--- config.mk ---
export PLATFORM = sky130hd
export DESIGN_NAME = sync_fifo_param_flat
export DESIGN_NICKNAME = d
export VERILOG_FILES = /design/src/rtl/sync_fifo_param_if.sv /design/src/rtl/sync_fifo_param.sv /design/src/flat_wrapper.sv
export SDC_FILE = /design/constraint.sdc
export NUM_CORES = 1
export LEC_CHECK = 0
export ABC_AREA = 1
export BUFFER_PORTS_ARGS = -buffer_cell sky130_fd_sc_hd__buf_2
export CORE_MARGIN = 3
export CORE_UTILIZATION = 55
export CTS_BUF_LIST = sky130_fd_sc_hd__clkbuf_8
export DETAILED_ROUTE_END_ITERATION = 8
export PLACE_DENSITY = 0.73
export SYNTH_ARGS = -nofsm -noshare
export SYNTH_HDL_FRONTEND = slang
export SYNTH_SLANG_ARGS = --single-unit
--- constraint.sdc ---
create_clock -name clk -period 3.63 [get_ports clk]
set_clock_uncertainty 0.1 [all_clocks]
set_input_delay 0.363 -clock clk [delete_from_list [all_inputs] [get_ports clk]]
set_output_delay 0.363 -clock clk [all_outputs]
set_load 0.01 [all_outputs]
--- src/rtl/sync_fifo_param_if.sv ---
// Handshake bundle for sync_fifo_param.
// Producer/consumer side is master, FIFO side is slave.
interface sync_fifo_param_if #(
   parameter int DATA_W = 8,
   parameter int DEPTH  = 16
);
   localparam int AW = $clog2(DEPTH);

   logic              clr;
   logic              wr;
   logic [DATA_W-1:0] din;
   logic              rd;
   logic [DATA_W-1:0] dout;
   logic              full;
   logic              empty;
   logic              almost_full;
   logic              almost_empty;
   logic [AW:0]       count;
   logic              overflow;
   logic              underflow;

   modport master (
      output clr, wr, din, rd,
      input  dout, full, empty, almost_full,
      input  almost_empty, count, overflow, underflow
   );

   modport slave (
      input  clr, wr, din, rd,
      output dout, full, empty, almost_full,
      output almost_empty, count, overflow, underflow
   );
endinterface

--- src/rtl/sync_fifo_param.sv ---
// Parametrised single-clock FIFO with level flags,
// flush, error pulses and optional fall-through read.
module sync_fifo_param #(
   parameter int DATA_W = 8,
   parameter int DEPTH  = 16,
   parameter int AF_LVL = DEPTH - 2,
   parameter int AE_LVL = 2,
   parameter int FWFT   = 0
) (
   input logic              clk,
   input logic              rst_n,
   sync_fifo_param_if.slave f
);
   localparam int AW = $clog2(DEPTH);
   localparam logic [AW:0] DEPTH_C = (AW+1)'(DEPTH);
   localparam logic [AW:0] AF_C    = (AW+1)'(AF_LVL);
   localparam logic [AW:0] AE_C    = (AW+1)'(AE_LVL);

   logic [DATA_W-1:0] mem [DEPTH];

   logic [AW-1:0]     wptr_q, wptr_d;
   logic [AW-1:0]     rptr_q, rptr_d;
   logic [AW:0]       count_q, count_d;
   logic [DATA_W-1:0] dout_q, dout_d;
   logic              ovf_q, ovf_d;
   logic              udf_q, udf_d;
   logic              rd_ok, wr_ok, mem_we;
   logic              full_c, empty_c;

   assign empty_c = (count_q == '0);
   assign full_c  = (count_q == DEPTH_C);

   assign f.full         = full_c;
   assign f.empty        = empty_c;
   assign f.almost_full  = (count_q >= AF_C);
   assign f.almost_empty = (count_q <= AE_C);
   assign f.count        = count_q;
   assign f.overflow     = ovf_q;
   assign f.underflow    = udf_q;

   // Fall-through shows the head word directly; else registered.
   if (FWFT != 0) begin : g_fwft
      assign f.dout = empty_c ? '0 : mem[rptr_q];
   end else begin : g_reg
      assign f.dout = dout_q;
   end

   // Accept decisions and next-state; flush overrides everything.
   always_comb begin
      rd_ok   = f.rd & ~empty_c;
      wr_ok   = f.wr & (~full_c | f.rd);
      mem_we  = 1'b0;
      wptr_d  = wptr_q;
      rptr_d  = rptr_q;
      count_d = count_q;
      dout_d  = dout_q;
      ovf_d   = 1'b0;
      udf_d   = 1'b0;
      if (f.clr) begin
         wptr_d  = '0;
         rptr_d  = '0;
         count_d = '0;
      end else begin
         mem_we = wr_ok;
         if (wr_ok)
            wptr_d = wptr_q + 1'b1;
         if (rd_ok) begin
            rptr_d = rptr_q + 1'b1;
            dout_d = mem[rptr_q];
         end
         count_d = count_q
                 + {{AW{1'b0}}, wr_ok}
                 - {{AW{1'b0}}, rd_ok};
         ovf_d = f.wr & ~wr_ok;
         udf_d = f.rd & ~rd_ok;
      end
   end

   // Control state registers.
   always_ff @(posedge clk or negedge rst_n) begin
      if (!rst_n) begin
         wptr_q  <= '0;
         rptr_q  <= '0;
         count_q <= '0;
         dout_q  <= '0;
         ovf_q   <= 1'b0;
         udf_q   <= 1'b0;
      end else begin
         wptr_q  <= wptr_d;
         rptr_q  <= rptr_d;
         count_q <= count_d;
         dout_q  <= dout_d;
         ovf_q   <= ovf_d;
         udf_q   <= udf_d;
      end
   end

   // Storage array; contents survive reset and flush.
   always_ff @(posedge clk) begin
      if (mem_we)
         mem[wptr_q] <= f.din;
   end
endmodule

--- src/flat_wrapper.sv ---
// flat-port wrapper written by rule: the top's interface ports become plain ports
module sync_fifo_param_flat 
#(
   parameter int DATA_W = 8,
   parameter int DEPTH  = 16,
   parameter int AF_LVL = DEPTH - 2,
   parameter int AE_LVL = 2,
   parameter int FWFT   = 0
)
  (clk, rst_n, f_clr, f_wr, f_din, f_rd, f_dout, f_full, f_empty, f_almost_full, f_almost_empty, f_count, f_overflow, f_underflow);
  sync_fifo_param_if #(.DATA_W(DATA_W), .DEPTH(DEPTH)) f_i ();
  input logic clk;
  input logic rst_n;
  input wire logic [$bits(f_i.clr)-1:0] f_clr;
  input wire logic [$bits(f_i.wr)-1:0] f_wr;
  input wire logic [$bits(f_i.din)-1:0] f_din;
  input wire logic [$bits(f_i.rd)-1:0] f_rd;
  output wire logic [$bits(f_i.dout)-1:0] f_dout;
  output wire logic [$bits(f_i.full)-1:0] f_full;
  output wire logic [$bits(f_i.empty)-1:0] f_empty;
  output wire logic [$bits(f_i.almost_full)-1:0] f_almost_full;
  output wire logic [$bits(f_i.almost_empty)-1:0] f_almost_empty;
  output wire logic [$bits(f_i.count)-1:0] f_count;
  output wire logic [$bits(f_i.overflow)-1:0] f_overflow;
  output wire logic [$bits(f_i.underflow)-1:0] f_underflow;
  assign f_i.clr = f_clr;
  assign f_i.wr = f_wr;
  assign f_i.din = f_din;
  assign f_i.rd = f_rd;
  assign f_dout = f_i.dout;
  assign f_full = f_i.full;
  assign f_empty = f_i.empty;
  assign f_almost_full = f_i.almost_full;
  assign f_almost_empty = f_i.almost_empty;
  assign f_count = f_i.count;
  assign f_overflow = f_i.overflow;
  assign f_underflow = f_i.underflow;
  sync_fifo_param #(.DATA_W(DATA_W), .DEPTH(DEPTH), .AF_LVL(AF_LVL), .AE_LVL(AE_LVL), .FWFT(FWFT)) u_core (.clk(clk), .rst_n(rst_n), .f(f_i));
endmodule
== Word-level counts from Yosys, hierarchy flattened ==
Memories as Yosys holds them, arrays and structs flattened. A register that Yosys moved wholly into a read port is not among the register bits.
Cells that the tools add are included.

* Word-level logic and storage cells: 38
* Register bits: 15
* Input port bits: 13
* Output and inout port bits: 19
* Memories: 1
* RAM bits: 128

{| class="wikitable"
|+ Memory list
! memory !! words !! width !! read ports !! clocked after Yosys merged registers in !! write ports !! line !! source
|-
| u_core.mem || 16 || 8 || 1 || 1 || 1 || sync_fifo_param.sv:19 || <nowiki>logic [DATA_W-1:0] mem [DEPTH];</nowiki>
|}

* Order comparisons: 2
* $add $sub $neg: 4
* Multiplexer cells: 10
* Reductions and logical operators: 5
* Bitwise logic cells: 10
* Equality and inequality tests: 1

{| class="wikitable"
|+ Operators with widths
! operator !! number
|-
| two-way mux 4 bit || 4
|-
| adder 4 x 1 -> 4 bit, second input constant || 2
|-
| adder 5 x 1 -> 5 bit || 1
|-
| == test 5 bit, second input constant || 1
|-
| >= comparator 5 x 4 -> 1 bit, second input constant || 1
|-
| <= comparator 5 x 2 -> 1 bit, second input constant || 1
|-
| logical NOT 5 bit || 1
|-
| two-way mux 1 bit || 5
|-
| two-way mux 5 bit || 1
|-
| inverter 1 bit || 5
|-
| subtractor 5 x 1 -> 5 bit || 1
|-
| AND 1 bit || 4
|-
| nonzero test 2 bit || 2
|-
| AND reduction 2 bit || 1
|-
| logical NOT 1 bit || 1
|-
| OR 1 bit || 1
|}

== Depth between registers and ports, before layout ==
Gate-level depths: netlist (run 1).

* Depth after elaboration: 7
* Mapped depth: 15

== Worst setup path before layout (run 1) ==
OpenSTA, ideal clock, no wires.

* Kind: register to register
* From: reg u_core.count_q[2], in the netlist u_core.f.count[2]
* To: reg u_core.count_q[4], in the netlist u_core.f.count[4]
* Setup time: 0.118 ns
* Slack: 0.922 ns
* Clock period less this slack: 2.708 ns
* Path buffers: 0
* Arrival: 2.490 ns
* Cell stages (with the launch flop): 16
* Cell sequence: dfrtp_1 -> inv_1 -> ha_1 -> nand2_1 -> nor2_1 -> nand2_1 -> nand2_2 -> inv_2 -> ha_1 -> inv_1 -> ha_1 -> inv_1 -> fa_1 -> o31ai_1 -> xor2_1 -> nor2_1

* Cells in the longest elaborated chain, start to end: 7
* Elaborated cells on any way between the ends: 10
* Those cells by class: add/sub (2); eq/ne (1); mux (1); bitwise (5); reduce/logical (1)

{| class="wikitable"
|+ Ends and longest elaborated chain
! what !! line !! source
|-
| start, declared || sync_fifo_param.sv:23 || <nowiki>logic [AW:0] count_q, count_d;</nowiki>
|-
| start signal, assigned || sync_fifo_param.sv:91 || <nowiki>count_q <= count_d;</nowiki>
|-
| == test 5 bit || sync_fifo_param.sv:31 || <nowiki>assign full_c = (count_q == DEPTH_C);</nowiki>
|-
| inverter 1 bit || sync_fifo_param.sv:51 || <nowiki>wr_ok = f.wr & (~full_c | f.rd);</nowiki>
|-
| OR 1 bit || sync_fifo_param.sv:51 ||
|-
| AND 1 bit || sync_fifo_param.sv:51 ||
|-
| adder 5 x 1 -> 5 bit || sync_fifo_param.sv:72 || <nowiki>+ {{AW{1'b0}}, wr_ok}</nowiki>
|-
| subtractor 5 x 1 -> 5 bit (*) || sync_fifo_param.sv:73 || <nowiki>- {{AW{1'b0}}, rd_ok};</nowiki>
|-
| two-way mux 5 bit (*) || sync_fifo_param.sv:59 || <nowiki>if (f.clr) begin</nowiki>
|-
| named net u_core.count_d[4] || sync_fifo_param.sv:23 ||
|}

Mark *: on every way through the listed nets, which the timed path passes. The rest lies on a longest branch.
A chain may end at the register's enable or synchronous reset.

== Final worst setup path (run 1) ==
* From: reg u_core.count_q[3], in the netlist u_core.f.count[3]
* To: reg u_core.count_q[4], in the netlist u_core.f.count[4]

The elaborated chain is that of the path after synthesis.

==> qor.yml, run 1 <==
grt:
  antenna_found_initial: 0
  grt_usage_pct: 21.9
  grt_pass1_vias: 4603
  grt_first_pass_wirelength_um: 23000
  grt_max_degree: 67
  grt-ovfl-total: 0
timing:
  fmax_mhz: 341
  finalSetupViolCount: 0
  whs_ns: 0.0431
  fin_crit_sh_pct: 80.7
  setup_tns_ns: 0
  slew_headroom_pct: 28.5
  rsz0062_at_grt: "no"
  drv_slew: 0
  worst_slew_pin_slew_ns: 1.07
  period_needed_ns: 2.93
  hold_viol: 0
layout:
  insertedDiodeCount: 0
  drive_above_1_share_pct: 15.0
  post-route-cell-area_sq_um: 7450
  fin_nets: 743
  syn_to_final_growth_pct: 8.93
  layout.cells.non_filler: 894
clock_tree:
  cts_max_level: 4
  clockRootBuffer: "clkbuf_8"
  post_cts_resized: 0
  cts_tree: "yes"
  cts_hold_buffers: 1
  clk_pin_slew_ns: 0.07
  cts.sinks: 151
  numCtsBuffers: 17
  cts_setup_buffers: 0
  clock_path_buffers: 2
  worstSkewPairLatency_ns: 0.46
yosys:
  ys_warn_count: 0
  synthAdderAreaFrac_pct: 3.22
  yosysSeqAreaShare_pct: 64.6
  synth-compound-area-share_pct: 1.32
  yosys.area_share.simple_pct: 21.4
  syn_inst: 686
  syn_nets: 716
  syn_area_sq_um: 6840
  synthDistinctLibCells: 25
  ys_ff_latch: 151
  avgSynthCellArea_sq_um: 9.97
  synth_top_family_by_area: "simple AND/OR/NAND/NOR gates"
  yosys-mux-area-fraction_pct: 0
  synth_xor_area_share_pct: 0.128
placed_design:
  gp_congestion: 0.831
  port_buffers: 31
  dpl.hpwl_um: 9510
  dp_cells: 861
  placed_cell_area_sq_um: 7050
worst_setup_path:
  reg2regPathDepth: 15
  critPathCaptureType: "register"
  path_class: "register to register"
  critPathMaxFanout: 4
  cp_data_required_time_ns: 3.87
  reg2reg_slack_ns: 0.70
  arrival_ns: 3.17
  start_kind: "register"
die:
  start_util_pct: 56.7
  boundaryPins: 32
  die_w_um: 118
  dieHeight_um: 118
  rows: 40
  dieArea_sq_um: 13800
  core-area_sq_um: 12100
routing:
  wl_um: 14500
  drc: 0
  drtIter0Drc: 379
  detail-route-antenna-nets: 0
  viasPerCell: 5.25
  vias: 4696
  wl_per_cell_um: 16.3
  first_pass_iters: 7
pwr:
  p_switching_mw: 1.42
  p_leak_nw: 3.29
  comb_power_share_pct: 25.5
  p_clk_share_pct: 28.0
  power.density_nw_per_um2: 592
  p_sw_share_pct: 32.3
  finalPower_mw: 4.41
  p_int_mw: 2.99
  ir_worst_vdd_v: 0.000293
  pwr-share-seq_pct: 46.5
hold_path:
  min_path_type: "input port to register"
  holdPathStages: 2
run:
  maxCapViolCount: 0
status:
  outcome: "completed"
## cells in the mapped netlist
library cell / instances / area [sq um]
nand2_1: 217 / 815
edfxtp_1: 128 / 3840
nand3_1: 102 / 510
inv_1: 72 / 270
inv_2: 36 / 135
nor2_1: 26 / 97.6
dfrtp_1: 23 / 576
ha_1: 16 / 200
buf_2: 11 / 55.1
o21ai_1: 9 / 45.0
buf_4: 7 / 52.6
clkinv_1: 7 / 26.3
a21oi_1: 6 / 30.0
clkinv_2: 6 / 30.0
buf_6: 4 / 45.0
nor3_1: 4 / 20.0
clkbuf_1: 3 / 11.3
nand2_2: 2 / 12.5
buf_1: 1 / 3.75
fa_1: 1 / 20.0
inv_4: 1 / 6.26
nand2_4: 1 / 11.3
o21a_1: 1 / 7.51
o31ai_1: 1 / 7.51
xor2_1: 1 / 8.76
## metal layers
layer	vias to the layer above	global-route usage [%]	routed length [um]
li1	2248	-	-
met1	2245	26.8	5920
met2	166	36.8	7340
met3	37	6.01	933
met4	0	9.45	339
met5	-	0	0
## registers in the layout (all words and copies together), names as in the netlist
name,cells
u_core.mem,128
u_core.f.dout,8
u_core.f.count,5
u_core.rptr_q,4
u_core.wptr_q,4
u_core.f.overflow,1
u_core.f.underflow,1
## metrics by stage
step / worst slack [ns] / util [%]
after floorplan: 0.922 / -
after global placement: 0.813 / 58.5
after detailed placement: 0.708 / 58.5
after CTS: 0.692 / 61.8
after global routing: 0.454 / 61.8
final: 0.700 / 61.8
## worst max-delay path, stage by stage, from the launching register on
cell	delay (ns)
dfrtp_1	0.42
inv_1	0.13
ha_1	0.17
nand2_1	0.07
nor2_1	0.12
nand2_1	0.13
nand2_2	0.12
inv_2	0.08
ha_1	0.28
inv_1	0.06
ha_1	0.15
inv_1	0.06
fa_1	0.40
o31ai_1	0.31
xor2_1	0.17
nor2_1	0.06
## final timing paths
kind,endpoint,start
max reg2reg,u_core.f.count[4],u_core.f.count[3]
max,u_core.f.count[4],u_core.f.count[3]
max in group asynchronous,u_core.rptr_q[0],rst_n
min reg2reg,u_core.f.dout[7],u_core.f.dout[7]
min,u_core.f.count[1],f_clr
min in group asynchronous,u_core.f.count[4],rst_n
## final cells by class
type,count,area [sq um]
clock buffer,20,275
clock inverter,12,111
multi-input combinational,387,1790
sequential,151,4420
fill,999,4610
inverter,122,468
timing repair buffer,34,180
tap,168,210
## power groups by stage
stage | clock network (mW) | logic, mW | registers [mW]
floorplan | 0 | 0.792 | 2.10
global placement | 0 | 1.09 | 2.08
detailed placement | 0 | 1.11 | 2.09
CTS | 1.25 | 1.12 | 2.05
global route | 1.32 | 1.27 | 2.07
finish | 1.24 | 1.12 | 2.05
## logic make-up after synthesis
logic type                 after synthesis
and+or+nand+nor                        352
DFF                                    151
buffers and inverters                  148
AOI/OAI and AO/OA                       17
adders and majority gates               17
xor gates and xnor gates                 1
## layout by cell type (no fill, tap or decap), types with 2 or more instances in the layout
cell / synthesis / final
edfxtp_1: 128 / 128
nor2_1: 26 / 26
buf_4: 7 / 2
clkinv_2: 6 / 11
clkinv_1: 7 / 7
nand3_1: 102 / 102
nand2_1: 217 / 217
inv_1: 72 / 75
inv_2: 36 / 36
nand2_2: 2 / 2
dfrtp_1: 23 / 22
buf_2: 11 / 31
clkbuf_8: 0 / 20
nor3_1: 4 / 4
a21oi_1: 6 / 6
ha_1: 16 / 16
o21ai_1: 9 / 9
clkinvlp_4: 0 / 2
bufinv_16: 0 / 2
No activity file was read; power rests on OpenSTA's default activity.
==> run 2, diff against run 1 <==
PLACE_DENSITY = 0.75   (was 0.73)
clock period = 2.63 ns   (was 3.63 ns; I/O delays follow)
==> qor.yml, run 2 (synthesis results as in run 1) <==
status:
  outcome: "completed"
pwr:
  p_int_mw: 4.43
  pwr-share-seq_pct: 42.7
  p_clk_share_pct: 29.1
  power.density_nw_per_um2: 837
  p_leak_nw: 3.46
  comb_power_share_pct: 28.2
  p_switching_mw: 2.12
  ir_worst_vdd_v: 0.000484
  p_sw_share_pct: 32.3
clock_tree:
  cts_max_level: 4
  clk_pin_slew_ns: 0.08
  clock_path_buffers: 2
  cts.sinks: 151
  clockRootBuffer: "clkbuf_8"
  worstSkewPairLatency_ns: 0.45
  numCtsBuffers: 17
  cts_tree: "yes"
grt:
  grt_usage_pct: 22.4
  grt_max_degree: 67
  antenna_found_initial: 0
  grt_first_pass_wirelength_um: 24200
  grt-ovfl-total: 0
  grt_pass1_vias: 4727
die:
  dieArea_sq_um: 13800
  start_util_pct: 56.7
  die_w_um: 118
  dieHeight_um: 118
  boundaryPins: 32
  core-area_sq_um: 12100
  rows: 40
layout:
  insertedDiodeCount: 0
  final_common_cell: "nand2_1"
  mostFrequentLayoutCells: "nand2_1 (215), edfxtp_1 (128), nand3_1 (102)"
  layout.cells.non_filler: 926
  final_util_pct: 64.8
  largest_reg_flops: 128
  post-route-cell-area_sq_um: 7820
  drive_above_1_share_pct: 19.9
  syn_to_final_growth_pct: 14.3
  fin_nets: 775
  fill_cells: 919
  largest_register: "u_core.mem"
routing:
  first_pass_iters: 5
  wl_per_cell_um: 16.2
  drc: 0
  viasPerCell: 5.21
  detail-route-antenna-nets: 0
  wl_um: 15000
  drtIter0Drc: 606
  vias: 4821
worst_setup_path:
  critPathCaptureType: "register"
  critPathMaxFanout: 4
  start_kind: "register"
  cp_data_required_time_ns: 2.87
  path_class: "register to register"
  arrival_ns: 2.84
  reg2regPathDepth: 15
  slowest_stage: "dfrtp_1"
  cp_slowest_stage_delay_ns: 0.41
  path_cells: "inv_2 > ha_4 > nand2_2 > nor2_2 > nand2_2 > nand2_2 > inv_4 > ha_4 > inv_4 > ha_4 > inv_2 > fa_2 > o31ai_2 > xor2_1 > nor2_1"
hold_path:
  min_path_type: "input port to register"
  holdPathStages: 1
timing:
  finalSetupViolCount: 0
  fmax_mhz: 385
  slew_headroom_pct: 52.9
  drv_slew: 0
  period_needed_ns: 2.60
  worst_slew_pin_slew_ns: 0.706
  hold_viol: 0
  fin_crit_sh_pct: 98.7
placed_design:
  dp_cells: 887
  port_buffers: 31
  gp_congestion: 0.886
  placed_cell_area_sq_um: 7270
  dpl.hpwl_um: 9580
run:
  maxCapViolCount: 0
-- run 2: cell count changes in the layout (fill, tap and decap cells not counted), moves of 3 or more --
cell,previous run,this run
ha_1,16,13
ha_4,0,3
inv_1,75,69
clkinv_2,11,6
buf_4,2,30
inv_6,0,3
clkbuf_8,20,17
dlygate4sd3_1,1,4
-- run 2: worst max-delay path: cells and delay by family (launching register included) --
kind	cells	cell delay (ns)
compound gates	1	0.25
xor+xnor	1	0.17
fa+ha+maj	4	0.88
buf+inv	4	0.23
flops	1	0.41
simple gates	5	0.44
-- run 2: routing by layer --
layer | vias to the layer above | part of all wire (%) | GRT usage [%]
li1 | 2313 | - | -
met1 | 2288 | 41 | 30.5
met2 | 201 | 50 | 37.1
met3 | 19 | 8.4 | 4.04
met4 | 0 | 1.1 | 7.03
met5 | - | 0 | 0
-- run 2: cell type report --
type / instances / area (sq um) / area share [%]
clock buffers: 17 / 234 / 2.99
clock inverters: 15 / 201 / 2.58
inverters: 122 / 473 / 6.05
multi-input cells: 387 / 1840 / 23.5
flip-flops and latches: 151 / 4420 / 56.5
well taps: 168 / 210 / 2.69
repair buffers: 66 / 440 / 5.63
-- run 2: power groups by stage --
stage,clock [mW],sequential (mW),combinational (mW)
6_report,1.91,2.79,1.85
5_1_grt,2.04,2.81,2.05
4_1_cts,1.92,2.79,1.69
3_5_place_dp,0,2.84,1.66
3_3_place_gp,0,2.84,1.60
2_1_floorplan,0,2.90,1.11
-- run 2: path summary, 6_finish.rpt --
check	start	end	slack (ns)
worst max-delay path	u_core.f.count[2]	u_core.f.count[4]	0.03
worst min-delay path	f_din[2]	u_core.mem[1][2]	0.13
worst max register to register	u_core.f.count[2]	u_core.f.count[4]	0.03
worst min register to register	u_core.f.dout[2]	u_core.f.dout[2]	0.38
max in group asynchronous	rst_n	u_core.rptr_q[0]	1.83
min in group asynchronous	rst_n	u_core.f.dout[6]	0.22
-- run 2: metrics by stage --
| stage | setup TNS, ns | power [mW] | worst slack (ns) | hold WS, ns |
|---|---|---|---|---|
| 2_1_floorplan | 0 | 4.01 | 0.0122 | -0.133 |
| 5_1_grt | -0.0441 | 6.90 | -0.0441 | 0.128 |
| 4_1_cts | 0 | 6.40 | 0.0325 | 0.117 |
| 3_3_place_gp | 0 | 4.44 | 0.0503 | 0.162 |
| 3_5_place_dp | -0.00936 | 4.50 | -0.00936 | 0.174 |
| 6_report | 0 | 6.55 | 0.0334 | 0.128 |
-- run 2: timing repair --
| item | 4_1_cts | 5_1_grt |
|---|---|---|
| buffers inserted | 0 | 3 |
| endpoints found under the setup margin | 1 | 1 |
| hold endpoints to repair | 28 | 0 |
| pin swaps | 0 | 6 |
| hold buffers | 4 | 0 |
| resized for setup | 1 | 13 |
==> run 3, diff against run 2 <==
clock period = 2.2 ns   (was 2.63 ns; I/O delays follow)
==> qor.yml, run 3 (synthesis results as in run 1) <==
status:
  outcome: "finished with violations"
  violations: "setup timing"
clock_tree:
  worstSkewPairLatency_ns: 0.46
  cts_max_level: 4
  numCtsBuffers: 17
  clockRootBuffer: "clkbuf_8"
  cts.sinks: 151
  clk_pin_slew_ns: 0.08
  cts_tree: "yes"
  clock_path_buffers: 2
die:
  core-area_sq_um: 12100
  start_util_pct: 56.7
  dieHeight_um: 118
  boundaryPins: 32
  die_w_um: 118
  dieArea_sq_um: 13800
  rows: 40
hold_path:
  min_path_type: "input port to register"
  whs_endpoint: "u_core.mem[10][4]"
  holdPathStages: 1
  min_from: "f_din[4]"
routing:
  first_pass_iters: 5
  wl_met2_um: 7490
  wl_um: 14900
  drtIter0Drc: 397
  met3_length_um: 1070
  viasPerCell: 5.18
  top_layer: "met4"
  drc: 0
  wl_per_cell_um: 16.2
  detail-route-antenna-nets: 0
  wl_met1_um: 5910
  vias: 4771
timing:
  hold_viol: 0
  period_needed_ns: 2.35
  setup_tns_ns: -0.223
  fin_crit_sh_pct: 107
  drv_slew: 0
  rsz0062_at_grt: "yes"
  fmax_mhz: 425
  setup_slack_ns: -0.154
  slew_headroom_pct: 59.5
  worst_slew_pin_slew_ns: 0.607
  finalSetupViolCount: 2
placed_design:
  dp_cells: 883
  dpl.hpwl_um: 9530
  port_buffers: 31
  gp_congestion: 0.903
layout:
  drive_above_1_share_pct: 22.0
  mostFrequentLayoutCells: "nand2_1 (212), edfxtp_1 (128), nand3_1 (102)"
  final_util_pct: 65.4
  layout.cells.non_filler: 921
  final_common_cell: "nand2_1"
  regArea_sq_um: 4420
  largest_register: "u_core.mem"
  syn_to_final_growth_pct: 15.3
  insertedDiodeCount: 0
  multi_input_area_sq_um: 1980
  fin_nets: 771
  fill_cells: 862
  largest_reg_flops: 128
pwr:
  power.density_nw_per_um2: 994
  p_leak_nw: 3.42
  ir_worst_vdd_v: 0.000596
worst_setup_path:
  reg2regPathDepth: 15
  start_kind: "register"
  critPathCaptureType: "register"
  arrival_ns: 2.59
  critPathMaxFanout: 2
  path_class: "register to register"
  r2r-start: "u_core.f.count[2]"
  cp_data_required_time_ns: 2.44
  reg2reg_slack_ns: -0.15
  r2r-end: "u_core.f.count[4]"
grt:
  grt_max_degree: 67
  grt-ovfl-total: 0
  antenna_found_initial: 0
  grt_pass1_vias: 4652
  grt_first_pass_wirelength_um: 23600
  grt_usage_pct: 22.2
run:
  maxCapViolCount: 0
[run 3: cell types whose count changed in the layout (fill, tap and decap cells not counted), moves of 2 or more]
cell / change
nor2_1: -14
inv_6: -2
a21oi_1: -2
nand2_1: -3
a21oi_2: +2
clkinv_2: +2
nor2_4: +15
nand2_2: +2
buf_4: -5
[run 3: area by class of cell]
class | instances | area share, %
Clock buffer | 17 | 2.97
Clock inverter | 14 | 2.01
Inverter | 122 | 5.96
Multi-Input combinational cell | 387 | 25.1
Sequential cell | 151 | 56.0
Tap cell | 168 | 2.66
Timing Repair Buffer | 62 | 5.25
[run 3: how the worst max path moves through the flow]
stage | from | end | slack, ns
floorplan | u_core.f.count[3] | u_core.f.count[4] | -0.32
global placement | u_core.f.count[2] | u_core.f.count[4] | -0.21
detailed placement | u_core.f.count[2] | u_core.f.count[4] | -0.27
CTS | u_core.f.count[3] | u_core.f.count[4] | -0.22
global route | u_core.f.count[3] | u_core.f.count[4] | -0.29
finish | u_core.f.count[2] | u_core.f.count[4] | -0.15
[run 3: where the power goes]
group / internal (mW) / switching, mW / total (mW)
logic: 0.921 / 1.47 / 2.40
registers: 3.26 / 0.0905 / 3.35
clock network: 1.10 / 0.997 / 2.10
[run 3: layer usage]
layer / vias to the layer above / GRT usage (%)
li1: 2300 / -
met1: 2263 / 27.0
met2: 168 / 37.5
met3: 40 / 5.72
met4: 0 / 9.82
met5: - / 0
[run 3: through the flow]
| stage | power, mW | area (sq um) | hold WS (ns) | setup slack [ns] |
|---|---|---|---|---|
| finish | 7.84 | 7890 | 0.0811 | -0.154 |
| global route | 8.28 | 7890 | 0.0748 | -0.287 |
| CTS | 7.72 | 7780 | 0.0634 | -0.220 |
| detailed placement | 5.55 | 7270 | 0.132 | -0.265 |
| global placement | 5.50 | 7270 | 0.120 | -0.209 |
| floorplan | 4.85 | 6880 | -0.176 | -0.322 |
[run 3: what timing repair did]
item / 4_1_cts / 5_1_grt
hold endpoints to repair: 28 / 0
hold buffers: 4 / 0
buffers inserted: 2 / 2
gates resized for setup: 19 / 24
pin swaps: 8 / 5
setup endpoints to repair: 115 / 116
[run 3: worst max-delay path: stages (launching register included)]
cell     delay, ns
dfrtp_2       0.41
inv_2         0.08
ha_4          0.13
nand2_4       0.05
nor2_4        0.09
nand2_2       0.06
nand2_2       0.08
inv_4         0.04
ha_4          0.20
inv_2         0.05
ha_4          0.13
inv_2         0.04
fa_2          0.39
o31ai_4       0.18
xor2_1        0.17
nor2_1        0.05
